**config.mk**
```make
export PLATFORM = sky130hd
export DESIGN_NAME = vga_tile_writer_flat
export DESIGN_NICKNAME = d
export VERILOG_FILES = /design/src/rtl/vga_tile_writer_pkg.sv /design/src/rtl/vga_tile_writer_if.sv /design/src/rtl/vga_tile_writer_raster_counter.sv /design/src/rtl/vga_tile_writer.sv /design/src/flat_wrapper.sv
export SDC_FILE = /design/constraint.sdc
export NUM_CORES = 1
export LEC_CHECK = 0
export BUFFER_PORTS_ARGS = -buffer_cell sky130_fd_sc_hd__buf_2
export CAP_MARGIN = 20
export CORE_ASPECT_RATIO = 0.5
export CORE_MARGIN = 5
export CORE_UTILIZATION = 56
export CTS_CLUSTER_SIZE = 14
export DETAILED_ROUTE_END_ITERATION = 10
export GPL_TIMING_DRIVEN = 0
export PLACE_DENSITY_LB_ADDON = 0.25
export SYNTH_ARGS = -nofsm -noshare
export SYNTH_HDL_FRONTEND = slang
export SYNTH_SLANG_ARGS = --single-unit
```
**constraint.sdc**
```tcl
create_clock -name clock25 -period 2.25 [get_ports clock25]
set_clock_uncertainty 0.15 [all_clocks]
set_input_delay 0.3375 -clock clock25 [delete_from_list [all_inputs] [get_ports clock25]]
set_output_delay 0.3375 -clock clock25 [all_outputs]
set_load 0.02 [all_outputs]
```
**src/rtl/vga_tile_writer_pkg.sv**
```systemverilog
// Shared constants for the 150x150 tile layout in video memory.
// Used by both the tile writer and the read-side address translator.
package vga_tile_pkg;

  localparam int TILE_W      = 150;
  localparam int TILE_H      = 150;
  localparam int TILE_PIXELS = TILE_W * TILE_H;
  localparam int MEM_ADDR_W  = 17;

  localparam logic [MEM_ADDR_W-1:0] TILE_BASE [3] = '{17'h00000, 17'h057E4, 17'h0AFC8};
  // Location that always reads back as zero; parked address when idle.
  localparam logic [MEM_ADDR_W-1:0] BLANK_ADDR = 17'h107AC;

  typedef enum logic [1:0] {
    ST_IDLE = 2'd0,
    ST_FILL = 2'd1,
    ST_DONE = 2'd2
  } fill_state_e;

  function automatic logic [MEM_ADDR_W-1:0] tile_base(input logic [1:0] sel);
    case (sel)
      2'd0:    return TILE_BASE[0];
      2'd1:    return TILE_BASE[1];
      2'd2:    return TILE_BASE[2];
      default: return BLANK_ADDR;
    endcase
  endfunction

endpackage

```
**src/rtl/vga_tile_writer_if.sv**
```systemverilog
// Pixel stream in (valid/ready) and video RAM write port out.
// The pixel producer / memory side is master, the tile writer is slave.
interface vga_tile_writer_if #(
  parameter int ADDR_W = 17,
  parameter int DATA_W = 8
);
  logic [DATA_W-1:0] pix_data;
  logic              pix_valid;
  logic              pix_ready;
  logic [ADDR_W-1:0] mem_address;
  logic [DATA_W-1:0] mem_data;
  logic              mem_we;

  modport master (
    output pix_data, pix_valid,
    input  pix_ready, mem_address, mem_data, mem_we
  );

  modport slave (
    input  pix_data, pix_valid,
    output pix_ready, mem_address, mem_data, mem_we
  );
endinterface

```
**src/rtl/vga_tile_writer_raster_counter.sv**
```systemverilog
// Column/row position of the pixel currently offered to a tile.
// 'last' flags the bottom-right pixel so the writer can finish the fill.
module tile_raster_counter
  import vga_tile_pkg::*;
#(
  parameter int TILE_W = vga_tile_pkg::TILE_W,
  parameter int TILE_H = vga_tile_pkg::TILE_H
) (
  input  logic       clk,
  input  logic       rst,
  input  logic       clr,
  input  logic       en,
  output logic [7:0] col,
  output logic [7:0] row,
  output logic       last
);

  logic [7:0] col_q;
  logic [7:0] row_q;
  logic       col_wrap;

  assign col_wrap = (col_q == 8'(TILE_W - 1));
  assign last     = col_wrap && (row_q == 8'(TILE_H - 1));
  assign col      = col_q;
  assign row      = row_q;

  always_ff @(posedge clk) begin
    if (rst || clr) begin
      col_q <= '0;
      row_q <= '0;
    end else if (en) begin
      if (col_wrap) begin
        col_q <= '0;
        row_q <= last ? 8'd0 : row_q + 8'd1;
      end else begin
        col_q <= col_q + 8'd1;
      end
    end
  end

endmodule

```
**src/rtl/vga_tile_writer.sv**
```systemverilog
// Fills one 150x150 tile of video RAM from a pixel stream, one registered
// write per accepted pixel, addressed by an incrementing pointer.
module vga_tile_writer
  import vga_tile_pkg::*;
#(
  parameter int TILE_W = vga_tile_pkg::TILE_W,
  parameter int TILE_H = vga_tile_pkg::TILE_H,
  parameter int ADDR_W = vga_tile_pkg::MEM_ADDR_W,
  parameter int DATA_W = 8
) (
  input  logic             clock25,
  input  logic             reset,
  input  logic             start,
  input  logic [1:0]       tile_sel,
  input  logic             abort,
  vga_tile_writer_if.slave bus,
  output logic             busy,
  output logic             done,
  output logic             err
);

  fill_state_e       state_q;
  logic [ADDR_W-1:0] ptr_q;
  logic [ADDR_W-1:0] addr_q;
  logic [DATA_W-1:0] data_q;
  logic              we_q;
  logic              done_q;
  logic              err_q;

  logic       hs;
  logic       start_ok;
  logic       last;
  logic [7:0] col;
  logic [7:0] row;
  logic       raster_unused;

  assign hs       = bus.pix_valid && (state_q == ST_FILL);
  assign start_ok = start && (state_q == ST_IDLE) && (tile_sel != 2'd3);

  tile_raster_counter #(
    .TILE_W (TILE_W),
    .TILE_H (TILE_H)
  ) u_raster (
    .clk  (clock25),
    .rst  (reset),
    .clr  (start_ok),
    .en   (hs),
    .col  (col),
    .row  (row),
    .last (last)
  );

  // Raster position is only needed internally for 'last'.
  assign raster_unused = ^{col, row};

  always_ff @(posedge clock25) begin
    if (reset) begin
      state_q <= ST_IDLE;
      we_q    <= 1'b0;
      addr_q  <= ADDR_W'(BLANK_ADDR);
      data_q  <= '0;
      done_q  <= 1'b0;
      err_q   <= 1'b0;
    end else begin
      we_q   <= hs;
      done_q <= 1'b0;
      err_q  <= 1'b0;
      if (hs) begin
        addr_q <= ptr_q;
        data_q <= bus.pix_data;
        // Hold on the last pixel so the pointer stays inside the tile.
        if (!last) ptr_q <= ptr_q + ADDR_W'(1);
      end
      case (state_q)
        ST_IDLE: begin
          if (start) begin
            if (tile_sel != 2'd3) begin
              ptr_q   <= ADDR_W'(tile_base(tile_sel));
              state_q <= ST_FILL;
            end else begin
              err_q <= 1'b1;
            end
          end
        end
        ST_FILL: begin
          if (abort) begin
            state_q <= ST_IDLE;
          end else if (hs && last) begin
            state_q <= ST_DONE;
            done_q  <= 1'b1;
          end
        end
        ST_DONE: state_q <= ST_IDLE;
        default: state_q <= ST_IDLE;
      endcase
    end
  end

  assign bus.pix_ready   = (state_q == ST_FILL);
  assign bus.mem_address = addr_q;
  assign bus.mem_data    = data_q;
  assign bus.mem_we      = we_q;
  assign busy            = (state_q != ST_IDLE);
  assign done            = done_q;
  assign err             = err_q;

endmodule

```
**src/flat_wrapper.sv**
```systemverilog
// flat-port wrapper written by rule: the top's interface ports become plain ports
module vga_tile_writer_flat import vga_tile_pkg::*;
#(
  parameter int TILE_W = vga_tile_pkg::TILE_W,
  parameter int TILE_H = vga_tile_pkg::TILE_H,
  parameter int ADDR_W = vga_tile_pkg::MEM_ADDR_W,
  parameter int DATA_W = 8
)
  (clock25, reset, start, tile_sel, abort, busy, done, err, bus_pix_data, bus_pix_valid, bus_pix_ready, bus_mem_address, bus_mem_data, bus_mem_we);
  vga_tile_writer_if #(.ADDR_W(ADDR_W), .DATA_W(DATA_W)) bus_i ();
  input  logic clock25;
  input  logic reset;
  input  logic start;
  input  logic [1:0] tile_sel;
  input  logic abort;
  output logic busy;
  output logic done;
  output logic err;
  input wire logic [$bits(bus_i.pix_data)-1:0] bus_pix_data;
  input wire logic [$bits(bus_i.pix_valid)-1:0] bus_pix_valid;
  output wire logic [$bits(bus_i.pix_ready)-1:0] bus_pix_ready;
  output wire logic [$bits(bus_i.mem_address)-1:0] bus_mem_address;
  output wire logic [$bits(bus_i.mem_data)-1:0] bus_mem_data;
  output wire logic [$bits(bus_i.mem_we)-1:0] bus_mem_we;
  assign bus_i.pix_data = bus_pix_data;
  assign bus_i.pix_valid = bus_pix_valid;
  assign bus_pix_ready = bus_i.pix_ready;
  assign bus_mem_address = bus_i.mem_address;
  assign bus_mem_data = bus_i.mem_data;
  assign bus_mem_we = bus_i.mem_we;
  vga_tile_writer #(.TILE_W(TILE_W), .TILE_H(TILE_H), .ADDR_W(ADDR_W), .DATA_W(DATA_W)) u_core (.clock25(clock25), .reset(reset), .start(start), .tile_sel(tile_sel), .abort(abort), .bus(bus_i), .busy(busy), .done(done), .err(err));
endmodule
```
==> key figures <==
Run status
  • Run status: completed

STA
  • Slew Viols, Final: 0
  • Final Critical Period: around 2.1 ns
  • Fmax: 0.467 GHz
  • Setup Viol. Count Final: 0
  • Hold violation count in the final report: 0
  • Fin crit share: a little over nine tenths
  • Slew @ Worst Pin: 0.858 ns
  • Max_slew headroom: 42.4%

Yosys
  • Largest family of logic cells by synthesized area: simple AND/OR/NAND/NOR gates
  • Most used DFF post-synth: dfxtp_1
  • Post-synthesis simple-gate area fraction: 28.5%
  • Post-Synth XOR/XNOR Area: between 2 and 3%
  • Seq/Total Area, Yosys: 47.7%
  • Asr flop ratio synth: 0%
  • Post-synthesis compound-gate area fraction: between 10% and 20%
  • Mapped Nets: between 300 and 400
  • Yosys warning count: 0
  • Register bit count reported by yosys: 63
  • Syn Area/Cell: 9.09 µm²
  • Mapped Cells: 330
  • Synth unique cells: 50
  • Adder-cell area share of the yosys netlist: 3.75%
  • Number of enable flip-flop cells after synthesis: 17
  • Netlist Area Pre-Place: roughly 0.003 mm²
  • Mux contribution to synthesized area: 1.00%

Clocking
  • CTS root buf: clkbuf_8
  • CTS tree: built
  • Clock Latency Late Sink: roughly 0.35 ns
  • Clock sinks: 63
  • CTS Buffer Depth: 2
  • Clock H-tree levels: 3
  • CTS clk-pin slew, worst paths: about 0.07 ns
  • CTS buffer count: 9
  • CTS Hold Bufs: 0

Layout
  • Most common cell after layout, fill and taps aside: nand2_1
  • Diode count: 0
  • Share of layout cells above drive strength 1: 19.5%
  • Most frequent cells in the layout: 59 x nand2_1, 48 x buf_2, 44 x dfxtp_1
  • Finished Core Util: between 70% and 80%
  • Area Overhead vs Synth: 19.3%
  • Final net count: between 400 and 500
  • Non-filler cells, final: 460

Detailed routing
  • Drt wl/cell: between 15 and 20 µm
  • Via count: 2739
  • Final WL: 7210 µm
  • Final ANT Viol Nets: 0
  • # DRC: 0
  • Starting DRT DRC Count: 148
  • Drt first pass iters: 5
  • Vias/cell: 5.95

Global route
  • Overflow after GRT: 0
  • GRT Total Usage: 22.2%
  • Initial antenna violation count: 0
  • Largest net degree at the start of global routing: 26
  • Vias in the first global route: 2602
  • Global-route wire length before repair: 12000 µm

Place
  • Final RePlAce weighted congestion: 0.846
  • Port bufs: between 40 and 50
  • DP Cell Count: between 400 and 500
  • Post-DP HPWL: 4900 µm

Die
  • Die area: approximately 0.0070 mm²
  • Die Ht: 61.7 µm
  • Top-Level Pins: 45
  • Core box area: roughly 0.0050 mm²
  • Std cell rows: 18
  • Initial Utilization: 59.4%
  • Die span in x: 113 µm

Worst setup path
  • Critical-path top delay cell: or4_1
  • CP peak stage delay: 0.48 ns
  • Reg2reg path depth: 5
  • CP Capture Type: register
  • Worst-path fanout max: 10
  • Critical Path AT: 2.19 ns
  • CP required: 2.30 ns
  • Worst path cell trace: and4b_1, nand3_2, buf_6, or4_1, a31oi_1
  • Critical Path Start Type: register
  • Critical path class: register to register

Worst hold path
  • WHS Path Cells: 3
  • Hold Path Class: input port to register

Pwr
  • Max IR drop VDD: between 0.4 and 0.5 mV
  • P per Cell Area: ~730 mW/mm²
  • Pleak: 1.38 nW

Job
  • Number of max-cap violations: 0
## final timing paths
path / endpoint / start / slack (ns)
setup / recovery: u_core.ptr_q[13] / u_core.state_q[0] / 0.11
hold / removal: u_core.bus.mem_data[6] / bus_pix_data[6] / 0.08
setup reg to reg: u_core.ptr_q[13] / u_core.state_q[0] / 0.11
hold reg to reg: u_core.bus.mem_address[12] / u_core.bus.mem_address[12] / 0.30
## per-stage QoR
| stage | hold slack [ns] | power (mW) | setup WS [ns] | area (µm²) | TNS [ns] |
|---|---|---|---|---|---|
| 4_1_cts | 0.0724 | 2.62 | 0.0361 | 3540 | 0 |
| 3_5_place_dp | 0.297 | 1.52 | -0.0615 | 3300 | -0.700 |
| 5_1_grt | 0.0717 | 2.72 | -0.000788 | 3580 | -0.000788 |
| 3_3_place_gp | 0.288 | 1.51 | -0.0204 | 3300 | -0.0204 |
| 2_1_floorplan | 0.307 | 1.44 | 0.295 | 3000 | 0 |
| 6_report | 0.0770 | 2.61 | 0.110 | 3580 | 0 |
## layer usage
layer / track usage (%) / routed length (µm)
met5: 0 / 0
met3: 6.67 / 570
met2: 38.7 / 3440
met4: 11.6 / 223
met1: 25.7 / 2970
## worst max-delay path: cells and delay by family (launching register included)
kind	cells	cell delay, ns
AOI/OAI and AO/OA	1	0.18
buffers and inverters	1	0.18
DFF	1	0.46
and+or+nand+nor	3	1.01
## power breakdown
group          switching (mW)  internal [mW]  total [mW]  leakage, nW
sequential             0.0451           1.22        1.27        0.540
clock                   0.425          0.683        1.11        0.114
combinational           0.149         0.0841       0.233        0.722
total                   0.619           1.99        2.61         1.38
## cells in the mapped netlist, types with 3 or more instances
| cell | number | area share [%] |
|---|---|---|
| mux2i_1 | 3 | 1.0 |
| or3_1 | 6 | 1.3 |
| edfxtp_1 | 17 | 17 |
| and3_1 | 4 | 0.83 |
| o21ai_0 | 6 | 1.0 |
| nand3_1 | 17 | 2.8 |
| clkbuf_1 | 10 | 1.3 |
| xnor2_1 | 3 | 0.88 |
| nand3b_1 | 3 | 0.75 |
| and4_1 | 7 | 2.0 |
| inv_1 | 7 | 0.88 |
| buf_2 | 6 | 1.0 |
| nor3_1 | 5 | 0.83 |
| nor2_1 | 19 | 2.4 |
| xor2_1 | 7 | 2.0 |
| or4_1 | 10 | 2.5 |
| nor4_1 | 3 | 0.63 |
| nand2_1 | 59 | 7.4 |
| o31ai_1 | 9 | 2.3 |
| dfxtp_1 | 46 | 31 |
| a21oi_1 | 22 | 3.7 |
| ha_1 | 9 | 3.8 |
| a31oi_1 | 11 | 2.3 |
| nand4_1 | 6 | 1.3 |
## logic make-up (layout without fill, tap and decap cells)
kind of cell,count (synthesis),after routing
fa+ha+maj,9,9
buf+inv,28,88
xor+xnor,10,10
compound gates,59,59
simple gates,158,158
mux,3,3
flops,63,63
## flip-flops by register name, indices dropped and copies added (netlist names)
| register | count |
|---|---|
| u_core.bus.mem_data | 8 |
| u_core.err | 1 |
| u_core.done | 1 |
| u_core.u_raster.col | 8 |
| u_core.bus.mem_we | 1 |
| u_core.state_q | 2 |
| u_core.ptr_q | 17 |
| u_core.bus.mem_address | 17 |
| u_core.u_raster.row | 8 |
## repair_timing
| action | in CTS | in global routing |
|---|---|---|
| cloned | 0 | 0 |
| gates resized for setup | 2 | 8 |
| pin swaps | 0 | 1 |
| buffers inserted | 0 | 1 |
| setup endpoints to repair | 10 | 13 |
## final cells by class
cell class | instances | area, µm²
buffer | 20 | 96.3
clock buffer | 13 | 159
clock inverter | 3 | 65.1
fill | 377 | 1470
inverter | 8 | 30.0
multi-input combinational | 239 | 1480
sequential | 63 | 1430
tap | 70 | 87.6
timing repair buffer | 44 | 223
No activity file was read; power rests on OpenSTA's default activity.
